[src/rtl/seg7_digit_scanner.sv]
// seg7_digit_scanner: time-multiplexed 4-digit BCD scanner feeding a 7-segment decoder.
// Each digit is shown for TICK_DIV cycles. New values are staged in a shadow register
// and only reach the display register at a frame boundary, so a number never tears.
// Optional leading-zero blanking is built when SEG7_LZ_BLANK_EN is defined.
module seg7_digit_scanner #(
  parameter int TICK_DIV = 50000
) (
  input  logic        clk,
  input  logic        rst_n,
  input  logic        load,
  input  logic [15:0] bcd_in,
  output logic [3:0]  digit_bin,
  output logic [3:0]  digit_sel,
  output logic        upd_ack
);

  localparam int            PW   = $clog2(TICK_DIV);
  localparam logic [PW-1:0] PMAX = PW'(TICK_DIV - 1);

  logic [PW-1:0] pcnt_q, pcnt_d;
  logic [1:0]    idx_q,  idx_d;
  logic [15:0]   shd_q,  shd_d;
  logic [15:0]   dsp_q,  dsp_d;
  logic          pend_q, pend_d;
  logic          ack_q,  ack_d;

  logic          tick;
  logic          bnd;
  logic [3:0]    nib;

  assign tick = (pcnt_q == PMAX);
  assign bnd  = tick && (idx_q == 2'd3);

  // Next state: prescaler/digit advance and the shadow-to-display handoff at frame boundaries
  always_comb begin
    pcnt_d = tick ? '0 : pcnt_q + PW'(1);
    idx_d  = tick ? idx_q + 2'd1 : idx_q;
    shd_d  = shd_q;
    dsp_d  = dsp_q;
    pend_d = pend_q;
    ack_d  = 1'b0;
    if (bnd) begin
      if (load) begin
        // A load landing exactly on the boundary bypasses the shadow stage
        dsp_d  = bcd_in;
        shd_d  = bcd_in;
        pend_d = 1'b0;
        ack_d  = 1'b1;
      end else if (pend_q) begin
        dsp_d  = shd_q;
        pend_d = 1'b0;
        ack_d  = 1'b1;
      end
    end else if (load) begin
      // Last load before the boundary wins
      shd_d  = bcd_in;
      pend_d = 1'b1;
    end
  end

  // State registers, asynchronously cleared
  always_ff @(posedge clk or negedge rst_n) begin
    if (!rst_n) begin
      pcnt_q <= '0;
      idx_q  <= 2'd0;
      shd_q  <= 16'h0000;
      dsp_q  <= 16'h0000;
      pend_q <= 1'b0;
      ack_q  <= 1'b0;
    end else begin
      pcnt_q <= pcnt_d;
      idx_q  <= idx_d;
      shd_q  <= shd_d;
      dsp_q  <= dsp_d;
      pend_q <= pend_d;
      ack_q  <= ack_d;
    end
  end

  // Digit nibble select, decoded only from registered index and display value
  always_comb begin
    nib = 4'h0;
    case (idx_q)
      2'd0:    nib = dsp_q[3:0];
      2'd1:    nib = dsp_q[7:4];
      2'd2:    nib = dsp_q[11:8];
      default: nib = dsp_q[15:12];
    endcase
  end

`ifdef SEG7_LZ_BLANK_EN
  logic blank;

  // Leading-zero blanking; digit 0 always shows so zero renders as a single "0"
  always_comb begin
    blank = 1'b0;
    case (idx_q)
      2'd3:    blank = (dsp_q[15:12] == 4'h0);
      2'd2:    blank = (dsp_q[15:8]  == 8'h00);
      2'd1:    blank = (dsp_q[15:4]  == 12'h000);
      default: blank = 1'b0;
    endcase
  end

  assign digit_bin = blank ? 4'hF : nib;
`else
  assign digit_bin = nib;
`endif

  assign digit_sel = 4'b0001 << idx_q;
  assign upd_ack   = ack_q;

endmodule
[config.mk]
export PLATFORM = sky130hd
export DESIGN_NAME = seg7_digit_scanner
export DESIGN_NICKNAME = d
export VERILOG_FILES = /design/src/rtl/seg7_digit_scanner.sv
export SDC_FILE = /design/constraint.sdc
export NUM_CORES = 1
export LEC_CHECK = 0
export BUFFER_PORTS_ARGS = -buffer_cell sky130_fd_sc_hd__buf_2
export CAP_MARGIN = 20
export CORE_MARGIN = 10
export CORE_UTILIZATION = 50
export DETAILED_ROUTE_END_ITERATION = 6
export PLACE_DENSITY = 0.77
export REMOVE_ABC_BUFFERS = 1
export SLEW_MARGIN = 20
export SYNTH_ARGS = -nofsm -noshare
export SYNTH_HDL_FRONTEND = slang
export SYNTH_SLANG_ARGS = --single-unit
[constraint.sdc]
create_clock -name clk -period 2.05 [get_ports clk]
set_clock_uncertainty 0.05 [all_clocks]
set_input_delay 0.41 -clock clk [delete_from_list [all_inputs] [get_ports clk]]
set_output_delay 0.41 -clock clk [all_outputs]
set_load 0.02 [all_outputs]
# After elaboration in Yosys (flattened, before gate mapping)

Index checks and enable logic that the tools add are counted.
W data, S select, Z words.

Reduce and logical (&&, ||, !) cells: 5
Shift-type cells: 1
Mux-type cells: 9
Eq/ne operators: 4
Add/sub/neg operators: 2

Operators by type and width:

| kind                    | count |
|---|---|
| $mux W16                | 3 |
| $add A16 B1 Y16 const B | 1 |
| $eq A16 B16 Y1 const B  | 1 |
| $pmux W4 S3             | 1 |
| $mux W1                 | 5 |
| $eq A2 B2 Y1 const B    | 2 |
| $reduce_bool A2 Y1      | 2 |
| $shl A1 B2 Y4 const A   | 1 |
| $add A2 B1 Y2 const B   | 1 |
| $eq A2 B1 Y1 const B    | 1 |
| $logic_not A2 Y1        | 1 |
| $reduce_and A2 Y1       | 1 |
| $logic_and A1 B1 Y1     | 1 |

Output and inout port bits: 9
Flip-flop bits (word level): 52
Word-level logic and storage cells: 27
Input port bits: 19

# Depth between registers and ports, before layout

Gate-level depths: netlist of the first run.

Depth in word-level cells: 3
Gate-level depth with buffers: 7
Mapped depth without buffers: 5

# Worst setup path after synthesis of the first run

Ideal clock, no wire load.

Kind: flip-flop to flip-flop
Start point: register pcnt_q[5]
End point: register dsp_q[10]
Buffers on the path: 2
Arrival time: 2,079 ps
Clock period less this slack: 2,256 ps
Stages on the path, launching flop included: 7
Path slack: -206 ps
Cells stage by stage: dfrtp_1 -> or4b_4 -> nor4_4 -> and3b_1 -> buf_4 -> buf_8 -> mux2_1

Cells in the longest elaborated chain, start to end: 3

Ends and longest elaborated chain:

| what                        | line | text |
|---|---|---|
| start: declaration          | 20   | `logic [PW-1:0] pcnt_q, pcnt_d;` |
| start signal: assignment    | 71   | `pcnt_q <= pcnt_d;` |
| $eq A16 B16 Y1              | 31   | `assign tick = (pcnt_q == PMAX);` |
| $logic_and A1 B1 Y1         | 32   | `assign bnd = tick && (idx_q == 2'd3);` |
| $reduce_and A2 Y1 (no line) | -    |  |
| end signal: assignment      | 74   | `dsp_q <= dsp_d;` |
| end: declaration            | 23   | `logic [15:0] dsp_q, dsp_d;` |

Every way passes these cells.
A chain may end at the register's enable or synchronous reset.

# Worst setup path after layout of the first run

Start point: register pcnt_q[11]
End point: register dsp_q[12]

Same word-level chain as after synthesis.

==> results of run 1 <==
==> cell families after synthesis <==
kind of cell | count (synthesis) | synth area share (%)
AOI/OAI and AO/OA | 10 | 3.32
xor gates and xnor gates | 12 | 4.64
adders and majority gates | 6 | 3.32
buffers and inverters | 15 | 3.15
DFF | 52 | 57.5
muxes | 37 | 18.1
and+or+nand+nor | 36 | 9.95
==> worst paths after layout <==
kind                               to  slack [ns]  cells past startpoint
min in group clk            shd_q[11]        0.30                      2
max                         dsp_q[12]       -0.08                      5
min                          shd_q[9]        0.03                      2
max reg2reg                 dsp_q[12]       -0.08                      5
max in group asynchronous   shd_q[15]        1.69                      2
min reg2reg                pcnt_q[15]        0.45                      1
==> cell type report <==
class                   count  area [sq um]
multi-input cells         101           963
fillers                   339          1560
well taps                  52          65.1
flip-flops and latches     52          1300
clock inverters             3          42.5
inverters                   9          33.8
clock buffers               5          68.8
repair buffers             50           348
==> layer usage <==
metal,vias to the layer above,track usage [%],wire length (microns)
met3,11,3.75,284
met4,0,4.78,85
li1,696,-,-
met2,38,18.0,2030
met1,741,13.4,1870
met5,-,0,0
==> critical path, cell delays in order, from the launching register on <==
cell	delay (ns)
dfrtp_1	0.41
or4b_4	0.53
nor4_4	0.29
and3b_2	0.24
buf_12	0.16
mux2_1	0.34
==> timing repair <==
action,4_1_cts,5_1_grt
setup buffers,4,5
pin swaps,5,9
resized for setup,12,10
endpoints found under the setup margin,20,21
==> where the power goes <==
group | internal [mW] | total, mW | leakage (nW) | switching (mW)
sequential | 1.06 | 1.06 | 0.671 | 0.00749
clock | 0.361 | 0.692 | 0.0541 | 0.330
combinational | 0.0462 | 0.0911 | 0.624 | 0.0449
total | 1.46 | 1.85 | 1.35 | 0.383
==> flip-flops by register name (all words and copies together) (netlist names) <==
name / cells
dsp_q: 16
idx_q: 2
pcnt_q: 16
pend_q: 1
shd_q: 16
upd_ack: 1
==> Yosys cell counts <==
master    instances
dfrtp_1          52
mux2_2           17
mux2_1           15
inv_1             9
nor2_1            8
ha_1              6
nand3_1           6
xnor2_1           6
xor2_1            6
mux2i_1           5
a222oi_1          4
clkbuf_1          4
nand2_1           4
nand4_1           4
nor3_1            3
o21ai_0           3
a21oi_1           2
nand3b_1          2
or4b_4            2
a41o_1            1
and3b_1           1
and4_1            1
buf_4             1
buf_8             1
nor2b_1           1
nor4_4            1
or2_2             1
or3_1             1
or4b_2            1
==> impl_results.html, run 1 <==
<table>
<tr><th>Metric</th><th>Value</th></tr>
<tr><th colspan="2">Floorplanning</th></tr>
<tr><td>Horizontal extent of the die</td><td>a little under 90 microns</td></tr>
<tr><td>Die Y-Extent</td><td>roughly 87 microns</td></tr>
<tr><td>Total die area</td><td>roughly 7600 sq um</td></tr>
<tr><td>Area inside the core boundary</td><td>4380 sq um</td></tr>
<tr><td>Standard-cell row count</td><td>24</td></tr>
<tr><td>Starting density of the core</td><td>around half</td></tr>
<tr><td>I/O pin total</td><td>28</td></tr>
<tr><th colspan="2">Power and ir drop</th></tr>
<tr><td>Power density relative to cell area</td><td>around 650 nW/um^2</td></tr>
<tr><td>Total power</td><td>between 1.5 and 2 mW</td></tr>
<tr><td>Leak Pwr</td><td>around 1.3 nW</td></tr>
<tr><td>Peak supply drop</td><td>approximately 0.00055 V</td></tr>
<tr><th colspan="2">Timing</th></tr>
<tr><td>Max-slew violation count</td><td>0</td></tr>
<tr><td>Maximum clock rate</td><td>approximately 0.47 GHz</td></tr>
<tr><td>Worst max-slew margin expressed relative to the limit</td><td>about four fifths</td></tr>
<tr><td>Final-layout worst hold slack</td><td>between 0.02 and 0.03 ns</td></tr>
<tr><td>RSZ-0062 raised after global routing</td><td>yes</td></tr>
<tr><td>Slew at the pin with the worst max-slew slack</td><td>approximately 0.28 ns</td></tr>
<tr><td>Crit path time final</td><td>about 2.1 ns</td></tr>
<tr><td>Setup TNS Final</td><td>-1.10 ns</td></tr>
<tr><td>Number of setup violations in the final report</td><td>20</td></tr>
<tr><td>Worst-case setup margin in the final layout</td><td>-0.0838 ns</td></tr>
<tr><td>Hold Fails Final Rpt</td><td>0</td></tr>
<tr><td>Period utilization</td><td>104%</td></tr>
<tr><th colspan="2">Critical path</th></tr>
<tr><td>Endpoint required time on the critical path</td><td>between 2 and 2.5 ns</td></tr>
<tr><td>Launch point of the critical path</td><td>pcnt_q[11]</td></tr>
<tr><td>Worst Path Max Fanout</td><td>17</td></tr>
<tr><td>Critical path launch point type</td><td>flop</td></tr>
<tr><td>Reg-to-reg critical path startpoint</td><td>pcnt_q[11]</td></tr>
<tr><td>Worst path arrival time</td><td>around 2.3 ns</td></tr>
<tr><td>WS Path Type</td><td>reg -&gt; reg</td></tr>
<tr><td>Critical Path End Type</td><td>flop</td></tr>
<tr><th colspan="2">Route</th></tr>
<tr><td>First-pass detailed-route iteration total</td><td>4</td></tr>
<tr><td>Drt drc</td><td>0</td></tr>
<tr><td>Detailed router's first-iteration violation count</td><td>between 80 and 90</td></tr>
<tr><td>Via/cell ratio</td><td>5.46</td></tr>
<tr><td>Number of nets with antenna violations after detailed routing</td><td>0</td></tr>
<tr><td>Total routed wirelength</td><td>4270 microns</td></tr>
<tr><td>Post-detailed-route wirelength per cell</td><td>about 16 microns</td></tr>
<tr><td>Via count</td><td>about 1500</td></tr>
<tr><th colspan="2">Clocking</th></tr>
<tr><td>Clock tree from TritonCTS</td><td>built</td></tr>
<tr><td>Insertion delay of the later-clocked pin in the worst-skew pair</td><td>0.30 ns</td></tr>
<tr><td>Clock transition at the registers of the reported paths</td><td>0.09 ns</td></tr>
<tr><td>Clock Tree Root</td><td>clkbuf_8</td></tr>
<tr><td>Quantity of hold-fixing buffers added after cts</td><td>0</td></tr>
<tr><td>Num Clock Sinks</td><td>52</td></tr>
<tr><td>H-tree Lvls</td><td>2</td></tr>
<tr><td>Largest buffer count on any clock path</td><td>2</td></tr>
<tr><td>Num CTS Buffers</td><td>5</td></tr>
<tr><th colspan="2">Logic synthesis</th></tr>
<tr><td>Sequential element share of the synthesized area</td><td>approximately 57%</td></tr>
<tr><td>Synth top area cells</td><td>dfrtp_1, mux2_2, mux2_1, ha_1, xnor2_1</td></tr>
<tr><td>Flop and latch count out of synthesis</td><td>52</td></tr>
<tr><td>Cell accounting for the most synthesized area</td><td>dfrtp_1</td></tr>
<tr><td>Yosys synthesis warning count</td><td>0</td></tr>
<tr><td>Netlist area before placement</td><td>2260 sq um</td></tr>
<tr><td>Avg Inst Size Synth</td><td>approximately 13 sq um</td></tr>
<tr><td>Post-Synthesis Cells</td><td>between 150 and 200</td></tr>
<tr><td>Unique masters post-synth</td><td>29</td></tr>
<tr><td>Top-area cell type share of the netlist area</td><td>between 50% and 60%</td></tr>
<tr><th colspan="2">Cells and area</th></tr>
<tr><td>Finished Cell Area</td><td>2820 sq um</td></tr>
<tr><td>Most common cell after layout, fill and taps aside</td><td>dfrtp_1</td></tr>
<tr><td>Layout area overhead</td><td>24.7%</td></tr>
<tr><td>Ratio of cells with drive above 1 in the final layout</td><td>between 40 and 50%</td></tr>
<tr><td>Post-Route Utilization</td><td>approximately 64%</td></tr>
<tr><td>Antenna cells</td><td>0</td></tr>
<tr><td>Commonest cells after routing, fill and taps aside</td><td>dfrtp_1, buf_2, buf_4</td></tr>
<tr><td>Final #Nets</td><td>between 200 and 250</td></tr>
<tr><td>Filler-free cell count of the finished design</td><td>approximately 270</td></tr>
<tr><th colspan="2">Place</th></tr>
<tr><td>Post-Place Cell Area</td><td>2560 sq um</td></tr>
<tr><td>Input/output buffers</td><td>27</td></tr>
<tr><td>Last weighted congestion value of the routability-driven placer</td><td>0.817</td></tr>
<tr><td>Half-perimeter wire length after detailed placement</td><td>between 2000 and 3000 microns</td></tr>
<tr><td>Pre-CTS setup slack</td><td>-0.0839 ns</td></tr>
<tr><td>Total placed cells including tap cells</td><td>approximately 260</td></tr>
<tr><th colspan="2">GRT</th></tr>
<tr><td>Total overflow reported by the global router</td><td>0</td></tr>
<tr><td>Maximum number of pins on one net before global-route repair</td><td>between 50 and 60</td></tr>
<tr><td>Number of antenna violations at the first check in global routing</td><td>0</td></tr>
<tr><td>Total routing usage reported by global routing</td><td>approximately 11%</td></tr>
<tr><td>Wire length of the first global-routing pass</td><td>between 6000 and 7000 microns</td></tr>
<tr><td>Vias in the first global route</td><td>~1400</td></tr>
<tr><th colspan="2">Run</th></tr>
<tr><td>Count of maximum capacitance violations</td><td>0</td></tr>
<tr><th colspan="2">Hold path</th></tr>
<tr><td>Hold Crit Class</td><td>in -&gt; async</td></tr>
<tr><th colspan="2">Outcome</th></tr>
<tr><td>Result of the run</td><td>complete, but fails checks</td></tr>
<tr><td>Violations in the final reports</td><td>setup timing</td></tr>
</table>
No activity file was read; power rests on OpenSTA's default activity.
==> inputs of run 2 (changes only) <==
--- a/config.mk
+++ b/config.mk
@@ -7,11 +7,13 @@
 export LEC_CHECK = 0
 export BUFFER_PORTS_ARGS = -buffer_cell sky130_fd_sc_hd__buf_2
 export CAP_MARGIN = 20
-export CORE_MARGIN = 10
+export CORE_MARGIN = 8
 export CORE_UTILIZATION = 50
 export DETAILED_ROUTE_END_ITERATION = 6
+export MAX_ROUTING_LAYER = met4
 export PLACE_DENSITY = 0.77
 export REMOVE_ABC_BUFFERS = 1
+export SKIP_CTS_REPAIR_TIMING = 1
 export SLEW_MARGIN = 20
 export SYNTH_ARGS = -nofsm -noshare
 export SYNTH_HDL_FRONTEND = slang
==> run 2 against run 1 <==
The flow still finishes with violations (setup timing). Global-route usage increased by 2.3 points. First-iteration DRC count shrank 13%. Critical path depth is the same. Clock power increased by 6.4%. Critical path type unchanged. Routed wire length increased by 8.8%. Worst hold slack better by 0.014 ns. Register-to-register slack barely moved. Via count fell by 1.3%. Worst setup slack worse by 0.013 ns. Fmax decreased by 0.62%. Sequential share of layout area decreased by 0.38 points. Sequential cell count is the same.
==> impl_results.html, run 2 (synthesized netlist as in run 1, its figures left out) <==
<table>
<tr><th>Metric</th><th>Value</th></tr>
<tr><th colspan="2">Route</th></tr>
<tr><td>DR top layer</td><td>met4</td></tr>
<tr><td>Length of routed met3 wiring</td><td>between 150 and 200 microns</td></tr>
<tr><td>Via count</td><td>~1500</td></tr>
<tr><td>Detailed router's first-iteration violation count</td><td>77</td></tr>
<tr><td>Via/cell ratio</td><td>5.43</td></tr>
<tr><td>Total routed wirelength</td><td>approximately 4600 microns</td></tr>
<tr><td>Detailed-route wire length on metal 1</td><td>approximately 2000 microns</td></tr>
<tr><td>Total met2 wirelength after detailed routing</td><td>between 2000 and 2500 microns</td></tr>
<tr><td>First-pass detailed-route iteration total</td><td>5</td></tr>
<tr><td>Number of nets with antenna violations after detailed routing</td><td>0</td></tr>
<tr><td>Post-detailed-route wirelength per cell</td><td>around 17 microns</td></tr>
<tr><td>Drt drc</td><td>0</td></tr>
<tr><th colspan="2">Cells and area</th></tr>
<tr><td>Antenna cells</td><td>0</td></tr>
<tr><td>Most common cell after layout, fill and taps aside</td><td>dfrtp_1</td></tr>
<tr><td>Ratio of cells with drive above 1 in the final layout</td><td>45.0%</td></tr>
<tr><td>Final-layout fill cell count</td><td>roughly 300</td></tr>
<tr><td>Layout area overhead</td><td>25.8%</td></tr>
<tr><td>Post-Route Utilization</td><td>between 60% and 70%</td></tr>
<tr><td>Commonest cells after routing, fill and taps aside</td><td>dfrtp_1, buf_2, buf_4</td></tr>
<tr><td>Top Registers</td><td>dsp_q (16), pcnt_q (16), shd_q (16)</td></tr>
<tr><td>Final #Nets</td><td>roughly 240</td></tr>
<tr><th colspan="2">Clocking</th></tr>
<tr><td>Clock tree from TritonCTS</td><td>built</td></tr>
<tr><td>Insertion delay of the later-clocked pin in the worst-skew pair</td><td>between 0.3 and 0.4 ns</td></tr>
<tr><td>Num CTS Buffers</td><td>5</td></tr>
<tr><td>Num Clock Sinks</td><td>52</td></tr>
<tr><td>Clock transition at the registers of the reported paths</td><td>approximately 0.09 ns</td></tr>
<tr><td>Largest buffer count on any clock path</td><td>2</td></tr>
<tr><td>H-tree Lvls</td><td>2</td></tr>
<tr><td>Clock Tree Root</td><td>clkbuf_8</td></tr>
<tr><th colspan="2">Critical path</th></tr>
<tr><td>Reg-to-reg critical path startpoint</td><td>pcnt_q[5]</td></tr>
<tr><td>Critical path launch point type</td><td>flop</td></tr>
<tr><td>Number of cells on the worst reg-to-reg path</td><td>5</td></tr>
<tr><td>Worst reg2reg setup slack</td><td>-0.1 ns</td></tr>
<tr><td>Worst Path Max Fanout</td><td>17</td></tr>
<tr><td>Longest individual stage delay on the worst path</td><td>0.55 ns</td></tr>
<tr><td>Endpoint required time on the critical path</td><td>between 2 and 2.5 ns</td></tr>
<tr><td>Cell Chain, Critical Path</td><td>or4b_4 &gt; nor4_4 &gt; and3b_2 &gt; buf_12 &gt; mux2_1</td></tr>
<tr><td>Buffering stage count on the worst path with inverters included</td><td>1</td></tr>
<tr><td>Cell family with the largest share of critical-path delay</td><td>simple AND/OR/NAND/NOR gates</td></tr>
<tr><td>Max stage delay cell, worst path</td><td>or4b_4</td></tr>
<tr><td>Critical Path End Type</td><td>flop</td></tr>
<tr><td>WS Path Type</td><td>reg -&gt; reg</td></tr>
<tr><td>Worst r2r dst</td><td>dsp_q[13]</td></tr>
<tr><td>Worst path arrival time</td><td>roughly 2.3 ns</td></tr>
<tr><th colspan="2">Timing</th></tr>
<tr><td>Period utilization</td><td>105%</td></tr>
<tr><td>Maximum clock rate</td><td>between 0.4 and 0.5 GHz</td></tr>
<tr><td>Number of setup violations in the final report</td><td>20</td></tr>
<tr><td>RSZ-0062 raised after global routing</td><td>yes</td></tr>
<tr><td>Hold Fails Final Rpt</td><td>0</td></tr>
<tr><td>Final-layout worst hold slack</td><td>between 0.04 and 0.05 ns</td></tr>
<tr><td>Setup TNS Final</td><td>-1.47 ns</td></tr>
<tr><td>Worst-case setup margin in the final layout</td><td>-0.0971 ns</td></tr>
<tr><td>Max-slew violation count</td><td>0</td></tr>
<tr><td>Slew at the pin with the worst max-slew slack</td><td>0.596 ns</td></tr>
<tr><td>Crit path time final</td><td>2.15 ns</td></tr>
<tr><td>Worst max-slew margin expressed relative to the limit</td><td>between 60 and 70%</td></tr>
<tr><th colspan="2">Floorplanning</th></tr>
<tr><td>Horizontal extent of the die</td><td>83.3 microns</td></tr>
<tr><td>Die Y-Extent</td><td>around 83 microns</td></tr>
<tr><td>Standard-cell row count</td><td>24</td></tr>
<tr><td>I/O pin total</td><td>28</td></tr>
<tr><td>Starting density of the core</td><td>~52%</td></tr>
<tr><td>Area inside the core boundary</td><td>~4400 sq um</td></tr>
<tr><td>Total die area</td><td>a little under 7000 sq um</td></tr>
<tr><th colspan="2">Place</th></tr>
<tr><td>Half-perimeter wire length after detailed placement</td><td>3130 microns</td></tr>
<tr><td>Last weighted congestion value of the routability-driven placer</td><td>~0.8</td></tr>
<tr><td>Input/output buffers</td><td>27</td></tr>
<tr><td>Pre-CTS setup slack</td><td>-0.0679 ns</td></tr>
<tr><th colspan="2">GRT</th></tr>
<tr><td>Maximum number of pins on one net before global-route repair</td><td>29</td></tr>
<tr><td>Vias in the first global route</td><td>1591</td></tr>
<tr><td>Wire length of the first global-routing pass</td><td>around 7500 microns</td></tr>
<tr><td>Number of antenna violations at the first check in global routing</td><td>0</td></tr>
<tr><td>Total overflow reported by the global router</td><td>0</td></tr>
<tr><td>Total routing usage reported by global routing</td><td>between 10% and 20%</td></tr>
<tr><th colspan="2">Power and ir drop</th></tr>
<tr><td>Leak Pwr</td><td>between 1 and 1.5 nW</td></tr>
<tr><td>Power density relative to cell area</td><td>666 nW/um^2</td></tr>
<tr><td>Combinational group share of total power</td><td>roughly 5.0%</td></tr>
<tr><td>Sw frac</td><td>20.8%</td></tr>
<tr><td>Portion of total power attributed to sequential cells</td><td>between 50 and 60%</td></tr>
<tr><td>Peak supply drop</td><td>0.000493 V</td></tr>
<tr><td>Total net switching power</td><td>0.394 mW</td></tr>
<tr><td>Internal power</td><td>between 1.5 and 2 mW</td></tr>
<tr><td>Share of power burned in the clock network</td><td>38.8%</td></tr>
<tr><th colspan="2">Hold path</th></tr>
<tr><td>Hold Crit Class</td><td>in -&gt; async</td></tr>
<tr><th colspan="2">Outcome</th></tr>
<tr><td>Result of the run</td><td>complete, but fails checks</td></tr>
<tr><td>Violations in the final reports</td><td>setup timing</td></tr>
<tr><th colspan="2">Run</th></tr>
<tr><td>Count of maximum capacitance violations</td><td>0</td></tr>
</table>
## run 2: worst max-delay path by stage
stage | from | endpoint | slack (ns) | depth (start not counted)
after floorplan | pcnt_q[5] | dsp_q[2] | -0.64 | 4
after global placement | pcnt_q[5] | dsp_q[2] | -0.03 | 5
after detailed placement | pcnt_q[5] | dsp_q[2] | -0.07 | 5
after CTS | idx_q[0] | digit_bin[1] | -0.22 | 5
after global routing | idx_q[1] | digit_bin[0] | -0.21 | 5
final | pcnt_q[5] | dsp_q[13] | -0.1 | 5
## run 2: area by class of cell
type	count	area, sq um	area share, %
multi-input cells	101	998	35.1
well taps	52	65.1	2.29
repair buffers	48	327	11.5
clock inverters	2	38.8	1.36
inverters	9	33.8	1.19
clock buffers	6	82.6	2.90
flip-flops and latches	52	1300	45.7
## run 2: metal layers
layer | up-vias | global-route usage [%]
met4 | 0 | 4.47
li1 | 684 | -
met2 | 27 | 22.4
met1 | 751 | 14.9
met5 | - | -
met3 | 5 | 4.49
## run 2: worst reg2reg max path, stage by stage (launching register included)
cell and delay [ns]:
dfrtp_1 0.40, or4b_4 0.55, nor4_4 0.29, and3b_2 0.24
buf_12 0.18, mux2_1 0.34
## run 2: power groups by stage
stage | sequential (mW) | combinational [mW] | clock [mW]
floorplan | 1.08 | 0.0389 | 0
global placement | 1.08 | 0.0895 | 0
detailed placement | 1.09 | 0.0958 | 0
CTS | 1.06 | 0.0961 | 0.756
global route | 1.07 | 0.106 | 0.802
finish | 1.06 | 0.0949 | 0.736
## run 2: metrics by stage
| step | total power [mW] | instances | area [sq um] |
|---|---|---|---|
| after floorplan | 1.12 | 162 | 2230 |
| after global placement | 1.17 | 255 | 2560 |
| after detailed placement | 1.18 | 255 | 2560 |
| after CTS | 1.92 | 263 | 2680 |
| after global routing | 1.98 | 270 | 2850 |
| final | 1.90 | 270 | 2850 |
==> inputs of run 3 (changes only) <==
--- a/config.mk
+++ b/config.mk
@@ -12,6 +12,7 @@
 export DETAILED_ROUTE_END_ITERATION = 6
 export MAX_ROUTING_LAYER = met4
 export PLACE_DENSITY = 0.77
+export RECOVER_POWER = 50
 export REMOVE_ABC_BUFFERS = 1
 export SKIP_CTS_REPAIR_TIMING = 1
 export SLEW_MARGIN = 20
==> run 3 against run 2 <==
The flow still finishes with violations (setup timing). Cell count stayed put. Power down 0.27%. Non-clock buffer count unchanged. Sequential cell count did not move. Design area down 0.57%. Global-route usage unchanged. Die area is the same. Critical path depth stayed put.
==> impl_results.html, run 3 (synthesized netlist as in run 1, its figures left out) <==
<table>
<tr><th>Metric</th><th>Value</th></tr>
<tr><th colspan="2">Outcome</th></tr>
<tr><td>Result of the run</td><td>complete, but fails checks</td></tr>
<tr><td>Violations in the final reports</td><td>setup timing</td></tr>
<tr><th colspan="2">GRT</th></tr>
<tr><td>Total routing usage reported by global routing</td><td>13.5%</td></tr>
<tr><td>Maximum number of pins on one net before global-route repair</td><td>29</td></tr>
<tr><td>Total overflow reported by the global router</td><td>0</td></tr>
<tr><td>Wire length of the first global-routing pass</td><td>7470 microns</td></tr>
<tr><td>Vias in the first global route</td><td>1591</td></tr>
<tr><td>Number of antenna violations at the first check in global routing</td><td>0</td></tr>
<tr><th colspan="2">Cells and area</th></tr>
<tr><td>Commonest cells after routing, fill and taps aside</td><td>dfrtp_1, buf_2, buf_4</td></tr>
<tr><td>Filler-free cell count of the finished design</td><td>270</td></tr>
<tr><td>Finished Cell Area</td><td>2830 sq um</td></tr>
<tr><td>Most common cell after layout, fill and taps aside</td><td>dfrtp_1</td></tr>
<tr><td>Antenna cells</td><td>0</td></tr>
<tr><td>Final #Nets</td><td>roughly 240</td></tr>
<tr><td>Ratio of cells with drive above 1 in the final layout</td><td>between 40 and 50%</td></tr>
<tr><td>Layout area overhead</td><td>25.0%</td></tr>
<tr><td>Top Registers</td><td>dsp_q (16), pcnt_q (16), shd_q (16)</td></tr>
<tr><td>Final-layout fill cell count</td><td>311</td></tr>
<tr><th colspan="2">Floorplanning</th></tr>
<tr><td>Starting density of the core</td><td>roughly half</td></tr>
<tr><td>Die Y-Extent</td><td>around 83 microns</td></tr>
<tr><td>Total die area</td><td>~6900 sq um</td></tr>
<tr><td>Standard-cell row count</td><td>24</td></tr>
<tr><td>Area inside the core boundary</td><td>roughly 4400 sq um</td></tr>
<tr><td>I/O pin total</td><td>28</td></tr>
<tr><td>Horizontal extent of the die</td><td>83.3 microns</td></tr>
<tr><th colspan="2">Place</th></tr>
<tr><td>Last weighted congestion value of the routability-driven placer</td><td>approximately 0.8</td></tr>
<tr><td>Pre-CTS setup slack</td><td>-0.0679 ns</td></tr>
<tr><td>Half-perimeter wire length after detailed placement</td><td>~3100 microns</td></tr>
<tr><td>Post-Place Cell Area</td><td>around 2600 sq um</td></tr>
<tr><td>Input/output buffers</td><td>27</td></tr>
<tr><td>Total placed cells including tap cells</td><td>255</td></tr>
<tr><th colspan="2">Critical path</th></tr>
<tr><td>Worst Path Max Fanout</td><td>5</td></tr>
<tr><td>Endpoint required time on the critical path</td><td>roughly 1.6 ns</td></tr>
<tr><td>Number of cells on the worst reg-to-reg path</td><td>5</td></tr>
<tr><td>Max stage delay cell, worst path</td><td>dfrtp_1</td></tr>
<tr><td>Worst r2r dst</td><td>dsp_q[13]</td></tr>
<tr><td>Critical Path End Type</td><td>output pin</td></tr>
<tr><td>Buffering stage count on the worst path with inverters included</td><td>2</td></tr>
<tr><td>Longest individual stage delay on the worst path</td><td>0.45 ns</td></tr>
<tr><td>Critical path launch point type</td><td>flop</td></tr>
<tr><td>Worst path arrival time</td><td>between 1.5 and 2 ns</td></tr>
<tr><td>Worst reg2reg setup slack</td><td>-0.1 ns</td></tr>
<tr><td>WS Path Type</td><td>reg -&gt; out</td></tr>
<tr><td>Cell family with the largest share of critical-path delay</td><td>flip-flops</td></tr>
<tr><td>Reg-to-reg critical path startpoint</td><td>pcnt_q[5]</td></tr>
<tr><td>Cell Chain, Critical Path</td><td>inv_2 &gt; ha_4 &gt; a222oi_1 &gt; mux2i_1 &gt; buf_2</td></tr>
<tr><th colspan="2">Power and ir drop</th></tr>
<tr><td>Total power</td><td>around 1.9 mW</td></tr>
<tr><td>Peak supply drop</td><td>0.000492 V</td></tr>
<tr><td>Power density relative to cell area</td><td>approximately 670 nW/um^2</td></tr>
<tr><td>Leak Pwr</td><td>around 1.3 nW</td></tr>
<tr><th colspan="2">Timing</th></tr>
<tr><td>RSZ-0062 raised after global routing</td><td>yes</td></tr>
<tr><td>Hold Fails Final Rpt</td><td>0</td></tr>
<tr><td>Crit path time final</td><td>approximately 2.1 ns</td></tr>
<tr><td>Slew at the pin with the worst max-slew slack</td><td>1.34 ns</td></tr>
<tr><td>Number of setup violations in the final report</td><td>20</td></tr>
<tr><td>Maximum clock rate</td><td>between 0.4 and 0.5 GHz</td></tr>
<tr><td>Period utilization</td><td>105%</td></tr>
<tr><td>Worst max-slew margin expressed relative to the limit</td><td>10.4%</td></tr>
<tr><td>Max-slew violation count</td><td>0</td></tr>
<tr><td>Worst-case setup margin in the final layout</td><td>-0.0961 ns</td></tr>
<tr><td>Setup TNS Final</td><td>-1.46 ns</td></tr>
<tr><th colspan="2">Clocking</th></tr>
<tr><td>Largest buffer count on any clock path</td><td>2</td></tr>
<tr><td>Insertion delay of the later-clocked pin in the worst-skew pair</td><td>a little over 0.3 ns</td></tr>
<tr><td>H-tree Lvls</td><td>2</td></tr>
<tr><td>Clock Tree Root</td><td>clkbuf_8</td></tr>
<tr><td>Num Clock Sinks</td><td>52</td></tr>
<tr><td>Num CTS Buffers</td><td>5</td></tr>
<tr><td>Clock transition at the registers of the reported paths</td><td>0.09 ns</td></tr>
<tr><td>Clock tree from TritonCTS</td><td>built</td></tr>
<tr><th colspan="2">Hold path</th></tr>
<tr><td>Number of cells traversed by the worst hold path</td><td>2</td></tr>
<tr><td>Worst Hold Launch</td><td>bcd_in[13]</td></tr>
<tr><td>End point of the worst hold path</td><td>shd_q[13]</td></tr>
<tr><td>Hold Crit Class</td><td>in -&gt; reg</td></tr>
<tr><th colspan="2">Route</th></tr>
<tr><td>Total routed wirelength</td><td>~4600 microns</td></tr>
<tr><td>First-pass detailed-route iteration total</td><td>4</td></tr>
<tr><td>Via/cell ratio</td><td>5.40</td></tr>
<tr><td>Post-detailed-route wirelength per cell</td><td>17.2 microns</td></tr>
<tr><td>Via count</td><td>about 1500</td></tr>
<tr><td>Drt drc</td><td>0</td></tr>
<tr><td>Number of nets with antenna violations after detailed routing</td><td>0</td></tr>
<tr><td>Detailed router's first-iteration violation count</td><td>69</td></tr>
<tr><th colspan="2">Run</th></tr>
<tr><td>Count of maximum capacitance violations</td><td>0</td></tr>
</table>
run 3: cell count changes in the layout (fill, tap and decap cells not counted):
cell | previous run | this run
buf_2 | 25 | 24
clkbuf_2 | 0 | 1
buf_12 | 2 | 1
clkbuf_1 | 0 | 1
run 3: routing by layer:
metal | wire length (microns) | GRT usage (%) | vias to the layer above | share of wire (%)
li1 | - | - | 684 | -
met1 | 2020 | 14.9 | 748 | 44
met2 | 2390 | 22.4 | 22 | 51
met3 | 184 | 4.49 | 5 | 4.0
met4 | 44 | 4.47 | 0 | 0.95
met5 | 0 | - | - | 0
run 3: area by class of cell:
type	count	area (sq um)	share of cell area [%]
sequential	52	1300	46.0
multi-input combinational	101	998	35.3
timing repair buffer	48	310	11.0
clock buffer	6	82.6	2.92
tap	52	65.1	2.30
clock inverter	2	38.8	1.37
inverter	9	33.8	1.19
run 3: stage by stage:
stage	hold slack [ns]	utilization (%)
CTS	0.0528	61.5
global route	0.275	65.0
detailed placement	0.395	58.7
floorplan	0.0644	-
finish	0.293	65.0
global placement	0.372	58.7
run 3: worst max-delay path by stage:
stage,start,to,slack (ns),depth (start not counted)
2_1_floorplan,pcnt_q[5],dsp_q[2],-0.64,4
3_3_place_gp,pcnt_q[5],dsp_q[2],-0.03,5
3_5_place_dp,pcnt_q[5],dsp_q[2],-0.07,5
4_1_cts,idx_q[0],digit_bin[1],-0.22,5
5_1_grt,idx_q[1],digit_bin[0],-0.21,5
6_report,idx_q[1],digit_bin[2],-0.1,5
run 3: worst reg2reg max path: stages, from the launching register on:
cell	delay, ns
dfrtp_1	0.40
or4b_4	0.55
nor4_4	0.29
and3b_2	0.24
buf_12	0.18
mux2_1	0.34
run 3: power by group:
part / leakage, nW / internal [mW] / switching [mW] / total [mW]
clock: 0.0614 / 0.399 / 0.336 / 0.735
sequential: 0.671 / 1.06 / 0.00818 / 1.06
combinational: 0.610 / 0.0431 / 0.0478 / 0.0910
total: 1.34 / 1.50 / 0.392 / 1.89
